### config.mk
export PLATFORM = sky130hd
export DESIGN_NAME = star_field
export DESIGN_NICKNAME = d
export VERILOG_FILES = /design/src/rtl/star_field.sv
export SDC_FILE = /design/constraint.sdc
export NUM_CORES = 1
export LEC_CHECK = 0
export ABC_AREA = 1
export CAP_MARGIN = 30
export CELL_PAD_IN_SITES_DETAIL_PLACEMENT = 1
export CELL_PAD_IN_SITES_GLOBAL_PLACEMENT = 1
export CORE_MARGIN = 3
export CORE_UTILIZATION = 35
export CTS_BUF_LIST = sky130_fd_sc_hd__clkbuf_16
export CTS_CLUSTER_SIZE = 12
export DETAILED_ROUTE_END_ITERATION = 10
export PLACE_DENSITY = 0.82
export SETUP_SLACK_MARGIN = 0.1
export SLEW_MARGIN = 20
export SYNTH_ARGS = -nofsm -noshare
export SYNTH_HDL_FRONTEND = slang
export SYNTH_SLANG_ARGS = --single-unit
export TNS_END_PERCENT = 10
### constraint.sdc
create_clock -name clk_100hz -period 3.3 [get_ports clk_100hz]
set_input_delay 0.66 -clock clk_100hz [delete_from_list [all_inputs] [get_ports clk_100hz]]
set_output_delay 0.66 -clock clk_100hz [all_outputs]
set_load 0.02 [all_outputs]
### src/rtl/star_field.sv
// Falling-star lane engine on the 100 Hz game tick: LANES independent
// spawn/fall/judge/shrink/miss state machines plus a shared combo counter.
module star_field #(
  parameter int LANES       = 4,
  parameter int H_BASE      = 255,
  parameter int H_PITCH     = 210,
  parameter int V_TOP       = 0,
  parameter int V_BOTTOM    = 480,
  parameter int SPEED       = 2,
  parameter int HIT_WIN     = 40,
  parameter int STAR_W      = 60,
  parameter int STAR_H      = 60,
  parameter int SHRINK_STEP = 4,
  parameter int MISS_HOLD   = 50
) (
  input  logic                 clk_100hz,
  input  logic                 rst,
  input  logic                 en,
  input  logic [LANES-1:0]     spawn,
  input  logic [LANES-1:0]     hit,
  output logic [10*LANES-1:0]  star_h,
  output logic [10*LANES-1:0]  star_v,
  output logic [10*LANES-1:0]  star_height,
  output logic [10*LANES-1:0]  star_width,
  output logic [3*LANES-1:0]   star_state,
  output logic [LANES-1:0]     hit_pulse,
  output logic [LANES-1:0]     miss_pulse,
  output logic [9:0]           combo
);

  localparam logic [2:0] S_IDLE = 3'd0;
  localparam logic [2:0] S_FALL = 3'd1;
  localparam logic [2:0] S_HIT  = 3'd2;
  localparam logic [2:0] S_MISS = 3'd3;

  localparam int CNT_W = (MISS_HOLD > 2) ? $clog2(MISS_HOLD) : 1;
  localparam logic [CNT_W-1:0] CNT_LAST = CNT_W'(MISS_HOLD - 1);

  localparam logic [9:0] V_TOP_C = 10'(V_TOP);
  localparam logic [9:0] V_BOT_C = 10'(V_BOTTOM);
  localparam logic [9:0] WIN_C   = 10'(V_BOTTOM - HIT_WIN);
  localparam logic [9:0] SPEED_C = 10'(SPEED);
  localparam logic [9:0] STEP_C  = 10'(SHRINK_STEP);
  localparam logic [9:0] HALF_C  = 10'(SHRINK_STEP / 2);
  localparam logic [9:0] W_C     = 10'(STAR_W);
  localparam logic [9:0] H_C     = 10'(STAR_H);

  // Next-tick event strobes of every lane; zero whenever en is low.
  logic [LANES-1:0] hit_d;
  logic [LANES-1:0] miss_d;

  for (genvar i = 0; i < LANES; i++) begin : g_lane
    localparam logic [9:0] BASE = 10'(H_BASE + i * H_PITCH);

    logic [2:0]       state_q, state_d;
    logic [9:0]       h_q, h_d, v_q, v_d, ht_q, ht_d, w_q, w_d;
    logic [CNT_W-1:0] cnt_q, cnt_d;
    logic             hp_q, hp_d, mp_q, mp_d;
    logic             in_win, overrun;

    assign in_win  = (v_q >= WIN_C);
    assign overrun = ({1'b0, v_q} + {1'b0, SPEED_C}) > {1'b0, V_BOT_C};

    always_ff @(posedge clk_100hz or negedge rst) begin
      if (!rst) state_q <= S_IDLE;
      else      state_q <= state_d;
    end

    always_comb begin
      state_d = state_q;
      if (en) begin
        case (state_q)
          S_IDLE: if (spawn[i]) state_d = S_FALL;
          S_FALL: begin
            if (hit[i] && in_win) state_d = S_HIT;
            else if (overrun)     state_d = S_MISS;
          end
          S_HIT:  if (ht_q <= STEP_C) state_d = S_IDLE;
          S_MISS: if (cnt_q == CNT_LAST) state_d = S_IDLE;
          default: state_d = S_IDLE;
        endcase
      end
    end

    always_comb begin
      h_d   = h_q;
      v_d   = v_q;
      ht_d  = ht_q;
      w_d   = w_q;
      cnt_d = cnt_q;
      hp_d  = 1'b0;
      mp_d  = 1'b0;
      if (en) begin
        case (state_q)
          S_IDLE: begin
            if (spawn[i]) begin
              h_d  = BASE;
              v_d  = V_TOP_C;
              ht_d = H_C;
              w_d  = W_C;
            end
          end
          S_FALL: begin
            // A judged hit freezes v; the miss check only applies without one.
            if (hit[i] && in_win) begin
              hp_d = 1'b1;
            end else if (overrun) begin
              v_d   = V_BOT_C;
              mp_d  = 1'b1;
              cnt_d = '0;
            end else begin
              v_d = v_q + SPEED_C;
            end
          end
          S_HIT: begin
            if (ht_q > STEP_C) begin
              ht_d = ht_q - STEP_C;
              w_d  = w_q - STEP_C;
              h_d  = h_q + HALF_C;
            end else begin
              h_d  = BASE;
              v_d  = V_TOP_C;
              ht_d = '0;
              w_d  = '0;
            end
          end
          S_MISS: begin
            if (cnt_q == CNT_LAST) begin
              h_d  = BASE;
              v_d  = V_TOP_C;
              ht_d = '0;
              w_d  = '0;
            end else begin
              cnt_d = cnt_q + 1'b1;
            end
          end
          default: begin
            h_d  = BASE;
            v_d  = V_TOP_C;
            ht_d = '0;
            w_d  = '0;
          end
        endcase
      end
    end

    always_ff @(posedge clk_100hz or negedge rst) begin
      if (!rst) begin
        h_q   <= BASE;
        v_q   <= V_TOP_C;
        ht_q  <= '0;
        w_q   <= '0;
        cnt_q <= '0;
        hp_q  <= 1'b0;
        mp_q  <= 1'b0;
      end else begin
        h_q   <= h_d;
        v_q   <= v_d;
        ht_q  <= ht_d;
        w_q   <= w_d;
        cnt_q <= cnt_d;
        hp_q  <= hp_d;
        mp_q  <= mp_d;
      end
    end

    assign hit_d[i]               = hp_d;
    assign miss_d[i]              = mp_d;
    assign star_h[10*i +: 10]      = h_q;
    assign star_v[10*i +: 10]      = v_q;
    assign star_height[10*i +: 10] = ht_q;
    assign star_width[10*i +: 10]  = w_q;
    assign star_state[3*i +: 3]    = state_q;
    assign hit_pulse[i]            = hp_q;
    assign miss_pulse[i]           = mp_q;
  end

  logic [9:0]  combo_q, combo_d, n_hit;
  logic [10:0] combo_sum;

  // Any miss breaks the streak; hits landing on the same tick start the new one.
  always_comb begin
    n_hit = '0;
    for (int k = 0; k < LANES; k++) n_hit = n_hit + 10'(hit_d[k]);
    combo_sum = {1'b0, combo_q} + {1'b0, n_hit};
    if (|miss_d)                  combo_d = n_hit;
    else if (combo_sum > 11'd999) combo_d = 10'd999;
    else                          combo_d = combo_sum[9:0];
  end

  always_ff @(posedge clk_100hz or negedge rst) begin
    if (!rst) combo_q <= '0;
    else      combo_q <= combo_d;
  end

  assign combo = combo_q;

endmodule

==> metrics.md <==
| Metric | Value |
|---|---|
| Via Count | 10600 |
| Sw frac | 0.458 |
| Main synth FF type | dfrtp_1 |
| Origin of the critical flop-to-flop path | g_lane[1].v_q[7] |
| DR DRC count | 0 |
| Commonest non-fill, non-tap cell in the layout | nand2_1 |
| Row count | 64 |
| Slew @ Worst Pin | 684 ps |
| Clock skew after layout | 21.8 ps |
| Starting Density | 0.359 |
| Root Buffer | clkbuf_16 |
| Outcome | finished with violations |
| Fin crit period | 3380 ps |
| H-tree depth | 4 |
| Syn_area_per_cell | 7.68 um^2 |
| Final Core Density | 0.474 |
| Top cells by area, synth | dfrtp_1 37%, nand2_1 10%, inv_1 6.2% |
| GRT Util Overall | 0.201 |
| Peak VDD IR | 0.394 mV |
| Hold Crit Class | input pin to asynchronous set/reset pin |
| RePlAce Congestion | 0.851 |
| Num CTS Buffers | 17 |
| Drt total wl | 34200 um |
| Vias in the first global route | 11400 |
| Hold_buf cts | 0 |
| Internal Power | 0.00632 W |
| Antenna Violating Nets Remaining | 0 |
| PwrDens | 796 mW/mm^2 |
| Cell count after synthesis | 1445 |
| Sw power | 0.00534 W |
| Area Growth Syn to Fin | 31.9% |
| Io pins | 201 |
| Worst setup SP type | flop |
| Yosys top cell by area | dfrtp_1 |
| Area of the core | 0.0309 mm^2 |
| Crit Path Max Fanout | 5 |
| Yosys warns | 0 |
| Reg clk slew, reported paths | 80 ps |
| Layout cells sized above 1 | 0.179 |
| Post-synth EDFFs | 0 |
| Die extent in y | 184 um |
| Port Buf Inserts | 176 |
| Asr flop ratio synth | 1.00 |
| R2r setup slk | -80 ps |
| Clk_lat worst skew | 460 ps |
| Final Cycle Share | 1.02 |
| Post-synth cell types | 46 |
| WP data arrival | 3710 ps |
| #FFs+latches synth | 190 |
| Setup CP Type | flop to flop |
| Unrepaired setup endpoints after global routing | yes |
| Diodes inserted | 0 |
| Final Hold Viols | 0 |
| Most frequent cells in the layout | 291 x nand2_1, 178 x inv_1, 174 x clkdlybuf4s50_1 |
| Max Clk Rate | 296 MHz |
| Die W | 184 um |
| Met3 Track Usage GR | 0.0339 |
| First-pass GRT wire length | 56100 um |
| Initial antenna violation count | 0 |
| Relative slew margins | 0.544 |
| Die area | 0.0339 mm^2 |
| Clock Tree Buf Depth | 2 |
| Grt met2 use | 0.363 |
| Comb pwr share | 0.500 |
| Post-route cell area | 0.0147 mm^2 |
| Largest net degree at the start of global routing | 76 |
| Clock sinks | 190 |
| Required time of the critical path | 3630 ps |
| Worst-case reg-to-reg path depth | 20 |
| DPL Wire Length | 25800 um |
| Crit end category | flop |
| Busiest grt layer | met2 |
| WL per Instance | 16.2 um |
| DR vias/cell | 5.01 |
| Failing checks | setup timing |
| Clock share of power | 0.179 |
| Initial drt markers | 420 |
| Mapped Area | 0.0111 mm^2 |
| Leakage | 6.80 nW |
| Final global-route overflow total | 0 |
| Drt pass-1 iters | 5 |
| Setup WS post-layout | -77.4 ps |
| Met1 Usage GRT | 0.247 |
| # setup viols final | 8 |
| Post-synth top area share | 0.372 |
| Sequential area share after synthesis | 0.431 |
| Max Cap Viol | 0 |
| Final-report max-slew violation count | 0 |
| Sequential power share | 0.321 |
| CTS tree | yes |
| FF-to-FF End | combo[2] |
| Post-placement cell area | 0.0138 mm^2 |
| Final net count | 1751 |
cell families (layout without fill, tap and decap cells):
family | count (synthesis) | count (layout) | synth area share
other cells | 1 | 24 | 0.000338
simple gates | 692 | 692 | 0.285
fa+ha+maj | 35 | 35 | 0.0408
flops | 190 | 190 | 0.431
compound gates | 243 | 243 | 0.117
buf+inv | 250 | 500 | 0.0994
xor+xnor | 34 | 34 | 0.0268
sequential cells by signal (all words and copies together), names as in the netlist:
register and cells:
g_lane.h_q 40, g_lane.w_q 32, g_lane.mp_q 4, g_lane.cnt_q 24, combo 10, g_lane.state_q 8
g_lane.v_q 36, g_lane.hp_q 4, g_lane.ht_q 32
worst max path at each step:
stage | startpoint | to | slack [ps] | cells past startpoint
floorplan | en | combo[5] | 10 | 16
global placement | en | combo[2] | -680 | 17
detailed placement | en | combo[2] | -900 | 17
CTS | g_lane[1].v_q[8] | combo[2] | -10 | 22
global route | g_lane[1].v_q[7] | combo[1] | -260 | 20
finish | g_lane[1].v_q[7] | combo[2] | -80 | 20
layer usage:
metal  vias to the layer above  wire length, um
met3                        38             1140
met1                      5247            14700
met2                       174            17700
met5                         -                0
li1                       5135                -
met4                         0              610
cell usage after synthesis (6+ instances only):
library cell  instances
nand2_1             305
inv_1               184
dfrtp_1             165
nor2_1              146
o21ai_0             131
nand3_1              92
a21oi_1              53
buf_4                36
ha_1                 33
nor3_1               31
dfstp_2              25
nand2_2              24
nand4_1              24
o21ai_1              24
nor2_2               20
xor2_1               20
or2_2                15
xnor2_1              14
inv_2                13
o22ai_1              13
o21ai_2               8
buf_2                 6
nand3b_1              6
nor2_4                6
nor3b_1               6
cell type report:
| type | instances | area, um^2 |
|---|---|---|
| sequential | 190 | 4810 |
| clock buffer | 17 | 425 |
| timing repair buffer | 266 | 2470 |
| inverter | 202 | 769 |
| clock inverter | 15 | 150 |
| fill | 3807 | 16300 |
| multi-input combinational | 1028 | 5540 |
| tap | 396 | 495 |
power by group through the flow:
stage                     Sequential, W  Clock, W  Combinational, W
after floorplan                 0.00436         0           0.00271
after global placement          0.00374         0           0.00556
after detailed placement        0.00378         0           0.00581
after CTS                       0.00374   0.00215           0.00588
after global routing            0.00386   0.00223           0.00650
final                           0.00374   0.00209           0.00583
critical path: stages (launching register included):
cell	delay (ps)
dfrtp_2	430
a31oi_1	190
nand2_1	90
nand2_2	100
inv_2	50
nand2_4	70
nor2_4	50
fa_1	580
ha_4	220
ha_4	170
fa_2	370
nand2_2	90
nand2_4	70
nand2_4	70
xor2_2	170
nand2_1	80
nand4_1	110
buf_6	150
nand3_4	70
nand2_2	80
nand2_1	50
metrics by stage:
stage          total power (W)  setup slack, ps  std cells  TNS (ps)  hold slack (ps)
6_report                0.0117            -77.4       2114      -378              214
5_1_grt                 0.0126             -261       2114     -1820              256
4_1_cts                 0.0118            -11.6       2109     -11.9              248
3_5_place_dp           0.00959             -897       2071     -8170              488
3_3_place_gp           0.00931             -683       2071     -6290              454
2_1_floorplan          0.00707             11.1       1468         0              364
repair_timing:
action                                  in CTS  in global routing
gates cloned                                 0                  0
buffers inserted                             6                  5
resized for setup                           22                 20
pin swaps                                   19                 15
endpoints found under the setup margin      10                 10
hold endpoints to repair                     0                  0
Power figures use the tool's default switching activity.
